==> src/rtl/regfile_pkg.sv <==
// Shared constants and write-request type for the register file write path.
// Imported by the write-port arbiter and its bench.
package regfile_pkg;

   localparam int DATA_W = 32;
   localparam int ADDR_W = 5;

   localparam logic [ADDR_W-1:0] REG_ZERO = 5'd0;

   typedef struct packed {
      logic [ADDR_W-1:0] addr;
      logic [DATA_W-1:0] data;
   } wr_req_t;

endpackage

==> src/rtl/regfile_wr_fifo.sv <==
// Synchronous FIFO buffering auxiliary-unit writes to the register file.
// Ports: push/pop with addr/data, head entry, full/empty flags, and a
// per-entry valid+addr view used for hazard comparison.
module regfile_wr_fifo #(
   parameter int DATA_W = 32,
   parameter int ADDR_W = 5,
   parameter int DEPTH  = 4
) (
   input  logic                           clk,
   input  logic                           reset,
   input  logic                           push,
   input  logic                           pop,
   input  logic [ADDR_W-1:0]              push_addr,
   input  logic [DATA_W-1:0]              push_data,
   output logic [ADDR_W-1:0]              head_addr,
   output logic [DATA_W-1:0]              head_data,
   output logic                           full,
   output logic                           empty,
   output logic [DEPTH-1:0]               ent_valid,
   output logic [DEPTH-1:0][ADDR_W-1:0]   ent_addr
);

   localparam int PTR_W = $clog2(DEPTH);

   logic [PTR_W-1:0] rd_ptr_q, rd_ptr_d;
   logic [PTR_W-1:0] wr_ptr_q, wr_ptr_d;
   logic [PTR_W:0]   cnt_q, cnt_d;

   logic [DEPTH-1:0][ADDR_W-1:0] addr_q, addr_d;
   logic [DEPTH-1:0][DATA_W-1:0] data_q, data_d;

   logic do_push;
   logic do_pop;
   logic [PTR_W-1:0] off;

   assign full      = (cnt_q == (PTR_W+1)'(DEPTH));
   assign empty     = (cnt_q == '0);
   assign do_push   = push && !full;
   assign do_pop    = pop && !empty;
   assign head_addr = addr_q[rd_ptr_q];
   assign head_data = data_q[rd_ptr_q];
   assign ent_addr  = addr_q;

   always_comb begin
      addr_d   = addr_q;
      data_d   = data_q;
      wr_ptr_d = wr_ptr_q;
      rd_ptr_d = rd_ptr_q;
      cnt_d    = cnt_q;
      if (do_push) begin
         addr_d[wr_ptr_q] = push_addr;
         data_d[wr_ptr_q] = push_data;
         wr_ptr_d         = wr_ptr_q + PTR_W'(1);
      end
      if (do_pop) begin
         rd_ptr_d = rd_ptr_q + PTR_W'(1);
      end
      unique case ({do_push, do_pop})
         2'b10:   cnt_d = cnt_q + (PTR_W+1)'(1);
         2'b01:   cnt_d = cnt_q - (PTR_W+1)'(1);
         default: cnt_d = cnt_q;
      endcase
   end

   // An entry is live when its distance from the read pointer is below count.
   always_comb begin
      ent_valid = '0;
      off       = '0;
      for (int i = 0; i < DEPTH; i++) begin
         off          = PTR_W'(i) - rd_ptr_q;
         ent_valid[i] = ({1'b0, off} < cnt_q);
      end
   end

   always_ff @(posedge clk or posedge reset) begin
      if (reset) begin
         rd_ptr_q <= '0;
         wr_ptr_q <= '0;
         cnt_q    <= '0;
         addr_q   <= '0;
         data_q   <= '0;
      end else begin
         rd_ptr_q <= rd_ptr_d;
         wr_ptr_q <= wr_ptr_d;
         cnt_q    <= cnt_d;
         addr_q   <= addr_d;
         data_q   <= data_d;
      end
   end

endmodule

==> src/rtl/regfile_wr_arbiter.sv <==
// Shares the register file write port between writeback (priority) and a
// buffered auxiliary unit, with starvation stall and hazard check outputs.
module regfile_wr_arbiter #(
   parameter int DATA_W     = regfile_pkg::DATA_W,
   parameter int ADDR_W     = regfile_pkg::ADDR_W,
   parameter int FIFO_DEPTH = 4,
   parameter int STARVE_MAX = 3
) (
   input  logic              clk,
   input  logic              reset,
   input  logic              wb_valid,
   input  logic [ADDR_W-1:0] wb_addr,
   input  logic [DATA_W-1:0] wb_data,
   output logic              wb_stall,
   input  logic              aux_valid,
   output logic              aux_ready,
   input  logic [ADDR_W-1:0] aux_addr,
   input  logic [DATA_W-1:0] aux_data,
   output logic              regwrite,
   output logic [ADDR_W-1:0] writereg,
   output logic [DATA_W-1:0] writedata,
   input  logic [ADDR_W-1:0] chk_addr1,
   input  logic [ADDR_W-1:0] chk_addr2,
   output logic              chk_hit1,
   output logic              chk_hit2
);

   import regfile_pkg::*;

   localparam int CNT_W = $clog2(STARVE_MAX + 1);
   localparam logic [ADDR_W-1:0] ZERO = ADDR_W'(REG_ZERO);

   logic                  full, empty, push, pop, take_wb;
   logic [ADDR_W-1:0]     head_addr;
   logic [DATA_W-1:0]     head_data;
   logic [FIFO_DEPTH-1:0] ent_valid;
   logic [FIFO_DEPTH-1:0][ADDR_W-1:0] ent_addr;

   logic [CNT_W-1:0]  cnt_q, cnt_d, cnt_inc;
   logic              stall_q, stall_d;
   logic              regwrite_q, regwrite_d;
   logic [ADDR_W-1:0] writereg_q, writereg_d;
   logic [DATA_W-1:0] writedata_q, writedata_d;
   logic              buf_hit1, buf_hit2;

   regfile_wr_fifo #(
      .DATA_W (DATA_W),
      .ADDR_W (ADDR_W),
      .DEPTH  (FIFO_DEPTH)
   ) u_fifo (
      .clk       (clk),
      .reset     (reset),
      .push      (push),
      .pop       (pop),
      .push_addr (aux_addr),
      .push_data (aux_data),
      .head_addr (head_addr),
      .head_data (head_data),
      .full      (full),
      .empty     (empty),
      .ent_valid (ent_valid),
      .ent_addr  (ent_addr)
   );

   assign aux_ready = !full;
   assign push      = aux_valid && !full;
   // Forced drain wins over writeback; otherwise drain only when wb is idle.
   assign pop       = !empty && (stall_q || !wb_valid);
   assign take_wb   = wb_valid && !(stall_q && !empty);
   assign cnt_inc   = cnt_q + CNT_W'(1);
   assign wb_stall  = stall_q;

   always_comb begin
      cnt_d       = '0;
      stall_d     = 1'b0;
      regwrite_d  = 1'b0;
      writereg_d  = writereg_q;
      writedata_d = writedata_q;
      if (take_wb) begin
         regwrite_d  = (wb_addr != ZERO);
         writereg_d  = wb_addr;
         writedata_d = wb_data;
         if (!empty) begin
            cnt_d   = cnt_inc;
            stall_d = (cnt_inc == CNT_W'(STARVE_MAX));
         end
      end else if (pop) begin
         regwrite_d  = (head_addr != ZERO);
         writereg_d  = head_addr;
         writedata_d = head_data;
      end
   end

   always_comb begin
      buf_hit1 = 1'b0;
      buf_hit2 = 1'b0;
      for (int i = 0; i < FIFO_DEPTH; i++) begin
         if (ent_valid[i] && ent_addr[i] == chk_addr1) buf_hit1 = 1'b1;
         if (ent_valid[i] && ent_addr[i] == chk_addr2) buf_hit2 = 1'b1;
      end
      chk_hit1 = (chk_addr1 != ZERO) &&
                 (buf_hit1 || (regwrite_q && writereg_q == chk_addr1));
      chk_hit2 = (chk_addr2 != ZERO) &&
                 (buf_hit2 || (regwrite_q && writereg_q == chk_addr2));
   end

   always_ff @(posedge clk or posedge reset) begin
      if (reset) begin
         cnt_q       <= '0;
         stall_q     <= 1'b0;
         regwrite_q  <= 1'b0;
         writereg_q  <= '0;
         writedata_q <= '0;
      end else begin
         cnt_q       <= cnt_d;
         stall_q     <= stall_d;
         regwrite_q  <= regwrite_d;
         writereg_q  <= writereg_d;
         writedata_q <= writedata_d;
      end
   end

   assign regwrite  = regwrite_q;
   assign writereg  = writereg_q;
   assign writedata = writedata_q;

endmodule

==> config.mk <==
export PLATFORM = sky130hd
export DESIGN_NAME = regfile_wr_arbiter
export DESIGN_NICKNAME = d
export VERILOG_FILES = /design/src/rtl/regfile_pkg.sv /design/src/rtl/regfile_wr_fifo.sv /design/src/rtl/regfile_wr_arbiter.sv
export SDC_FILE = /design/constraint.sdc
export NUM_CORES = 1
export LEC_CHECK = 0
export BUFFER_PORTS_ARGS = -buffer_cell sky130_fd_sc_hd__buf_2
export CAP_MARGIN = 20
export CORE_ASPECT_RATIO = 1.1
export CORE_MARGIN = 5
export CORE_UTILIZATION = 45
export DETAILED_ROUTE_END_ITERATION = 8
export PLACE_DENSITY = 0.72
export SLEW_MARGIN = 20
export SYNTH_ARGS = -nofsm -noshare
export SYNTH_HDL_FRONTEND = slang
export SYNTH_SLANG_ARGS = --single-unit
==> constraint.sdc <==
create_clock -name clk -period 17.2 [get_ports clk]
set_input_delay 1.72 -clock clk [delete_from_list [all_inputs] [get_ports clk]]
set_output_delay 1.72 -clock clk [all_outputs]
set_load 0.01 [all_outputs]
=== After elaboration in Yosys (flattened, before gate mapping) ===
Cells that the tools add are included.

* Bits in registers: 196
* Input port bits: 88
* Output and inout bits: 42
* Word-level logic and storage cells: 108

* $add $sub $neg: 9
* $lt $le $gt $ge: 7
* Equality and inequality tests: 14
* Muxes and demuxes: 29
* Reduce and logical (&&, ||, !) cells: 33

{| class="wikitable"
|+ Operators by type and width
! cell !! number
|-
| 128-bit bitwise mux || 1
|-
| 32-bit 2-to-1 mux || 4
|-
| 32-bit binary-select mux with 2-bit select || 1
|-
| 32-bit demux with 2-bit select || 1
|-
| 5-bit equality test || 10
|-
| 20-bit bitwise mux || 1
|-
| 5-bit 2-to-1 mux || 4
|-
| 5-bit nonzero test || 4
|-
| 1-bit logical AND || 19
|-
| 2-bit by 3-bit less-than comparator with 1-bit output || 4
|-
| 1-bit 2-to-1 mux || 12
|-
| 5-bit binary-select mux with 2-bit select || 1
|-
| 5-bit demux with 2-bit select || 1
|-
| 2-bit by 1-bit adder with 2-bit output, second input constant || 3
|-
| 2-bit by 3-bit less-than comparator with 1-bit output, second input constant || 2
|-
| 3-bit one-hot mux with 2 select lines || 1
|-
| 2-bit equality test, second input constant || 2
|-
| 1-bit logical NOT || 4
|-
| 2-bit 2-to-1 mux || 2
|-
| 2-bit nonzero test || 2
|-
| 1-bit by 2-bit subtractor with 2-bit output, first input constant || 2
|-
| 2-bit subtractor, first input constant || 2
|-
| 3-bit by 1-bit adder with 3-bit output, second input constant || 1
|-
| 3-bit equality test, second input constant || 1
|-
| 5 further kinds || 7
|}

=== Logic depth before layout (Yosys ltp) ===
* Depth after elaboration: 9
* Gate-level depth with buffers: 11
* Depth with buffers taken out: 10

=== Modules after synthesis ===
Synthesis repeated with hierarchy kept, for this count alone.

* Cell total of the unflattened synthesis: 724
* Area total of the unflattened synthesis: 9715.6 µm²

{| class="wikitable"
|+ Modules (own cells, without submodules)
! module !! times used !! cells each !! area an instance (µm²) !! seq. area each (µm²)
|-
| regfile_wr_fifo || 1 || 414 || 6957.9 || 3878.7
|-
| regfile_wr_arbiter || 1 || 310 || 2757.6 || 1026.0
|}

=== Least setup slack after synthesis ===
No wires, ideal clock.

* Path type: in2out
* From: in chk_addr2[4]
* To: out chk_hit2
* Arrival: 2.754 ns
* Data required time: 15.480 ns
* Path slack: 12.726 ns
* Cell stages on the path: 6
* Path buffers: 1
* Cell sequence: clkbuf_1 -> xor2_1 -> nor4_1 -> and3_1 -> nor4_1 -> a21oi_1

* Longest elaborated chain between the ends: 8
* Elaborated cells on any way between the ends: 17
* Classes of those cells: eq/ne (5); mux (4); reduce/logical (8)

{| class="wikitable"
|+ RTL lines
! what !! RTL line !! RTL
|-
| from (decl) || regfile_wr_arbiter.sv:23 || <nowiki>input logic [ADDR_W-1:0] chk_addr2,</nowiki>
|-
| 5-bit equality test || regfile_wr_arbiter.sv:99 || <nowiki>if (ent_valid[i] && ent_addr[i] == chk_addr2) buf_hit2 = 1'b1;</nowiki>
|-
| 1-bit logical AND || regfile_wr_arbiter.sv:99 ||
|-
| 1-bit 2-to-1 mux (4 in series) || regfile_wr_arbiter.sv:99 ||
|-
| 1-bit logical OR || regfile_wr_arbiter.sv:104 || <nowiki>(buf_hit2 || (regwrite_q && writereg_q == chk_addr2));</nowiki>
|-
| 1-bit logical AND * || regfile_wr_arbiter.sv:103 || <nowiki>chk_hit2 = (chk_addr2 != ZERO) &&</nowiki>
|-
| to (decl) || regfile_wr_arbiter.sv:25 || <nowiki>output logic chk_hit2</nowiki>
|}

Every way passes the cells marked *; elsewhere a longest branch is shown, timed or not.

=== Worst setup path after layout ===
* From: reg u_fifo.rd_ptr_q[1]
* To: out chk_hit1

* Longest elaborated chain between the ends: 9
* Elaborated cells on any way between the ends: 18
* Classes of those cells: add/sub (4); order compare (4); mux (4); reduce/logical (6)

{| class="wikitable"
|+ RTL lines
! what !! RTL line !! RTL
|-
| from (decl) || regfile_wr_fifo.sv:25 || <nowiki>logic [PTR_W-1:0] rd_ptr_q, rd_ptr_d;</nowiki>
|-
| from (signal assigned) || regfile_wr_fifo.sv:83 || <nowiki>rd_ptr_q <= rd_ptr_d;</nowiki>
|-
| 1-bit by 2-bit subtractor with 2-bit output || regfile_wr_fifo.sv:70 || <nowiki>off = PTR_W'(i) - rd_ptr_q;</nowiki>
|-
| 2-bit by 3-bit less-than comparator with 1-bit output || regfile_wr_fifo.sv:71 || <nowiki>ent_valid[i] = ({1'b0, off} < cnt_q);</nowiki>
|-
| 1-bit logical AND || regfile_wr_arbiter.sv:98 || <nowiki>if (ent_valid[i] && ent_addr[i] == chk_addr1) buf_hit1 = 1'b1;</nowiki>
|-
| 1-bit 2-to-1 mux (3 in series) || regfile_wr_arbiter.sv:98 ||
|-
| 1-bit 2-to-1 mux * || regfile_wr_arbiter.sv:98 ||
|-
| 1-bit logical OR * || regfile_wr_arbiter.sv:102 || <nowiki>(buf_hit1 || (regwrite_q && writereg_q == chk_addr1));</nowiki>
|-
| 1-bit logical AND * || regfile_wr_arbiter.sv:101 || <nowiki>chk_hit1 = (chk_addr1 != ZERO) &&</nowiki>
|-
| to (decl) || regfile_wr_arbiter.sv:24 || <nowiki>output logic chk_hit1,</nowiki>
|}

Marks and branches as above.

==> metrics.md <==
| Metric | Value |
|---|---|
| Part of the Yosys area used for sequential elements | 0.5230 |
| Number of setup buffers added after CTS | 0 |
| Initial core utilization | 0.4558 |
| Cell depth of the worst setup path | 8 |
| Final antenna-violating net count | 0 |
| Fraction of final layout cells sized beyond drive strength 1 | 0.4519 |
| Total of flip-flops plus latches after synthesis | 196 |
| Post-synthesis instance area | 0.009378 mm² |
| TritonCTS clock tree | yes |
| Buffer type at the clock tree root | sky130_fd_sc_hd__clkbuf_16 |
| Total clock buffers created by CTS | 17 |
| Critical Path End Type | primary output |
| Via count normalized by instance count | 5.416 |
| Unrepaired setup endpoints after global routing | no |
| Hold violation count in the final report | 0 |
| Synth warn | 0 |
| Largest net degree at the start of global routing | approximately 130 |
| Top cell type by total area after synthesis | sky130_fd_sc_hd__dfrtp_1 |
| Net total in the final layout | 887 |
| Global-route wire length before repair | between 30 and 40 mm |
| Fill cell total of the finished layout | 1735 |
| Cell type of the slowest stage on the worst timing path | sky130_fd_sc_hd__dfrtp_2 |
| Final setup fails | 0 |
| Hold path startpoint | cnt_q[0] |
| Biggest fanout along the worst timing path | 41 |
| Count of cell types in the netlist | 32 |
| Die footprint | 0.02383 mm² |
| Cells resized by post-CTS repair | 0 |
| Clock Tree Buf Depth | 2 |
| Chip width | 147.6 µm |
| Most used DFF post-synth | sky130_fd_sc_hd__dfrtp_1 |
| DIE HEIGHT | 161.4 µm |
| Top Ports | 130 |
| Critical Path End | chk_hit1 |
| Crit path cell chain | inv_1 -> ha_1 -> a21boi_0 -> o21ba_2 -> nor4_1 -> nor4_1 -> a21oi_1 -> buf_2 |
| Cell count after synthesis | 680 |
| Antenna fix cells | 0 |
| Remaining max-slew budget at the tightest pin | 0.2369 |
| Number of flops mapped to enable cells by yosys | 0 |
| CTS H-Tree Depth | 4 |
| Routed wirelength normalized by instance count | around 19 µm |
| Sort of element at the start of the critical path | flip-flop |
| Largest vdd supply drop | 87.59 µV |
| Vias in the first global route | 6007 |
| Worst r2r src | u_fifo.cnt_q[0] |
| Clock latency on the worst-skew pair | about 440 ps |
| Crit path arrival time | around 3000 ps |
| Data required time at the worst endpoint | between 15000 and 20000 ps |
| First-pass DRT Iterations | 4 |
| Most frequent CP cell | sky130_fd_sc_hd__nor4_1 |
| Fin. max-slew vios | 0 |
| Library cell with the highest instance count after synthesis | sky130_fd_sc_hd__dfrtp_1 |
| Grt ovf | 0 |
| Power density normalized to cell area | between 150 and 200 mW/mm² |
| Buffers and inverters on the worst path | 2 |
| Area of the core region | 0.02058 mm² |
| Setup crit start | u_fifo.rd_ptr_q[1] |
| Transition time at the pin with the least slew margin | 1145 ps |
| Total negative setup slack | 0 ps |
| Static Leak | between 0.004 and 0.005 µW |
| Hold Crit Class | reg2reg |
| Worst R2R Setup Slack | 14640 ps |
| Weighted congestion reported at the end of routability-driven placement | 0.8748 |
| Share of synthesized registers carrying an async set or reset | 1.000 |
| Area added between synthesis and finish | 15.38% |
| DRC violations left | 0 |
| Post-route clock skew | a little under 20 ps |
| Initial antenna violation count | 0 |
| Largest cells by area after synthesis | sky130_fd_sc_hd__dfrtp_1, sky130_fd_sc_hd__mux2_2, sky130_fd_sc_hd__mux4_2 |
| Number of vias in the routed layout | 5725 |
| Global Route Usage Sum | 0.1725 |
| Most frequent cells after synthesis | sky130_fd_sc_hd__dfrtp_1, sky130_fd_sc_hd__mux2_2, sky130_fd_sc_hd__o21ai_0, sky130_fd_sc_hd__nand2_1, sky130_fd_sc_hd__mux2i_1 |
| Share of the clock period used by the worst path | 0.2793 |
| Maximum capacitance violations | 0 |
| Critical register-to-register path endpoint | u_fifo.data_q[4] |
| Row count | 55 |
| Post-route total power | 2119 µW |
| Average instance area after synthesis | approximately 14 µm² |
| Clock transition at path regs | 80 ps |
| Cts hold-fix bufs | 0 |
| Estimated wirelength of the detail-placed design | 13.15 mm |
| Slowest cell delay on critical path | 1130 ps |
| Critical path class | reg2out |
| Post-Route WL | 19.91 mm |
| Number of buffers inserted by port buffering | 129 |
| Outcome | finished clean |
| Clock net sink count | between 150 and 200 |
| Minimum period implied by the final worst setup slack | 4804 ps |
| Net count after synthesis | between 700 and 800 |
| Depth of the worst register-to-register path | 5 |
| Achievable frequency | roughly 0.21 GHz |
| Proportion of netlist area held by the largest area contributor | 0.5230 |
| Largest delay share family, worst path | flip-flops |
| Initial drt markers | roughly 210 |
-- worst min-delay path by stage --
stage / endpoint / slack [ps] / cells after the start
final: cnt_q[0] / 420 / 1
after global routing: cnt_q[0] / 460 / 1
after CTS: cnt_q[0] / 430 / 1
after detailed placement: cnt_q[0] / 420 / 1
after global placement: cnt_q[0] / 410 / 1
after floorplan: cnt_q[0] / 400 / 1
-- report_power, final --
part | internal [µW] | switching [µW] | total [µW]
Combinational | 482 | 351 | 833
Clock | 221 | 187 | 409
Sequential | 701 | 177 | 877
-- sequential cells by signal, summed over array words and instances (netlist names) --
| register | flops |
|---|---|
| cnt_q | 2 |
| u_fifo.wr_ptr_q | 2 |
| wb_stall | 1 |
| writedata | 32 |
| regwrite | 1 |
| u_fifo.data_q | 128 |
| u_fifo.ent_addr | 20 |
| u_fifo.cnt_q | 3 |
| writereg | 5 |
| u_fifo.rd_ptr_q | 2 |
-- cells by family (layout without fill, tap and decap cells) --
kind of cell,count (synthesis),count (layout),synth area share
AOI/OAI and AO/OA,54,54,0.03122
xor gates and xnor gates,57,57,0.05324
adders and majority gates,11,11,0.01548
buffers and inverters,55,176,0.02802
DFF,196,196,0.5230
muxes,223,223,0.3071
and+or+nand+nor,84,84,0.04189
-- per-stage QoR --
step	hold WS, ps	worst slack (ps)	util	area, µm²	cells
3_5_place_dp	415.7	12610	0.4946	10180	1024
5_1_grt	463.8	12180	0.5259	10820	1057
3_3_place_gp	411.7	12660	0.4946	10180	1024
2_1_floorplan	402.0	10140	-	9378	680
4_1_cts	426.6	12400	0.5243	10790	1056
6_report	424.9	12400	0.5259	10820	1057
-- cells in the final DEF (no fill, tap or decap), types with 5 or more instances in the layout --
master,instances
sky130_fd_sc_hd__o21ai_0,41
sky130_fd_sc_hd__a21oi_1,5
sky130_fd_sc_hd__clkbuf_16,17
sky130_fd_sc_hd__xnor2_1,24
sky130_fd_sc_hd__buf_2,129
sky130_fd_sc_hd__mux2i_1,38
sky130_fd_sc_hd__nand2_1,40
sky130_fd_sc_hd__ha_1,10
sky130_fd_sc_hd__nor2_1,8
sky130_fd_sc_hd__mux2_2,148
sky130_fd_sc_hd__inv_1,9
sky130_fd_sc_hd__inv_6,5
sky130_fd_sc_hd__dfrtp_1,194
sky130_fd_sc_hd__nor3_1,5
sky130_fd_sc_hd__mux4_2,37
sky130_fd_sc_hd__xor2_1,33
sky130_fd_sc_hd__nand3_1,7
sky130_fd_sc_hd__nor4_1,8
-- layer usage --
layer | GRT usage | vias to the layer above | wire length, µm
li1 | - | 2641 | -
met1 | 0.2284 | 2946 | 8785
met2 | 0.2881 | 120 | 10120
met3 | 0.03956 | 18 | 815
met4 | 0.04619 | 0 | 191
met5 | 0 | - | 0
-- layout make-up --
| type | instances | area [µm²] | share of cell area |
|---|---|---|---|
| timing repair buffer | 134 | 703.2 | 0.06499 |
| inverter | 10 | 45.04 | 0.004163 |
| sequential | 196 | 4907 | 0.4535 |
| multi-input combinational | 429 | 4234 | 0.3913 |
| clock inverter | 15 | 185.2 | 0.01711 |
| tap | 256 | 320.3 | 0.02960 |
| clock buffer | 17 | 425.4 | 0.03932 |
No activity file was read; power rests on OpenSTA's default activity.
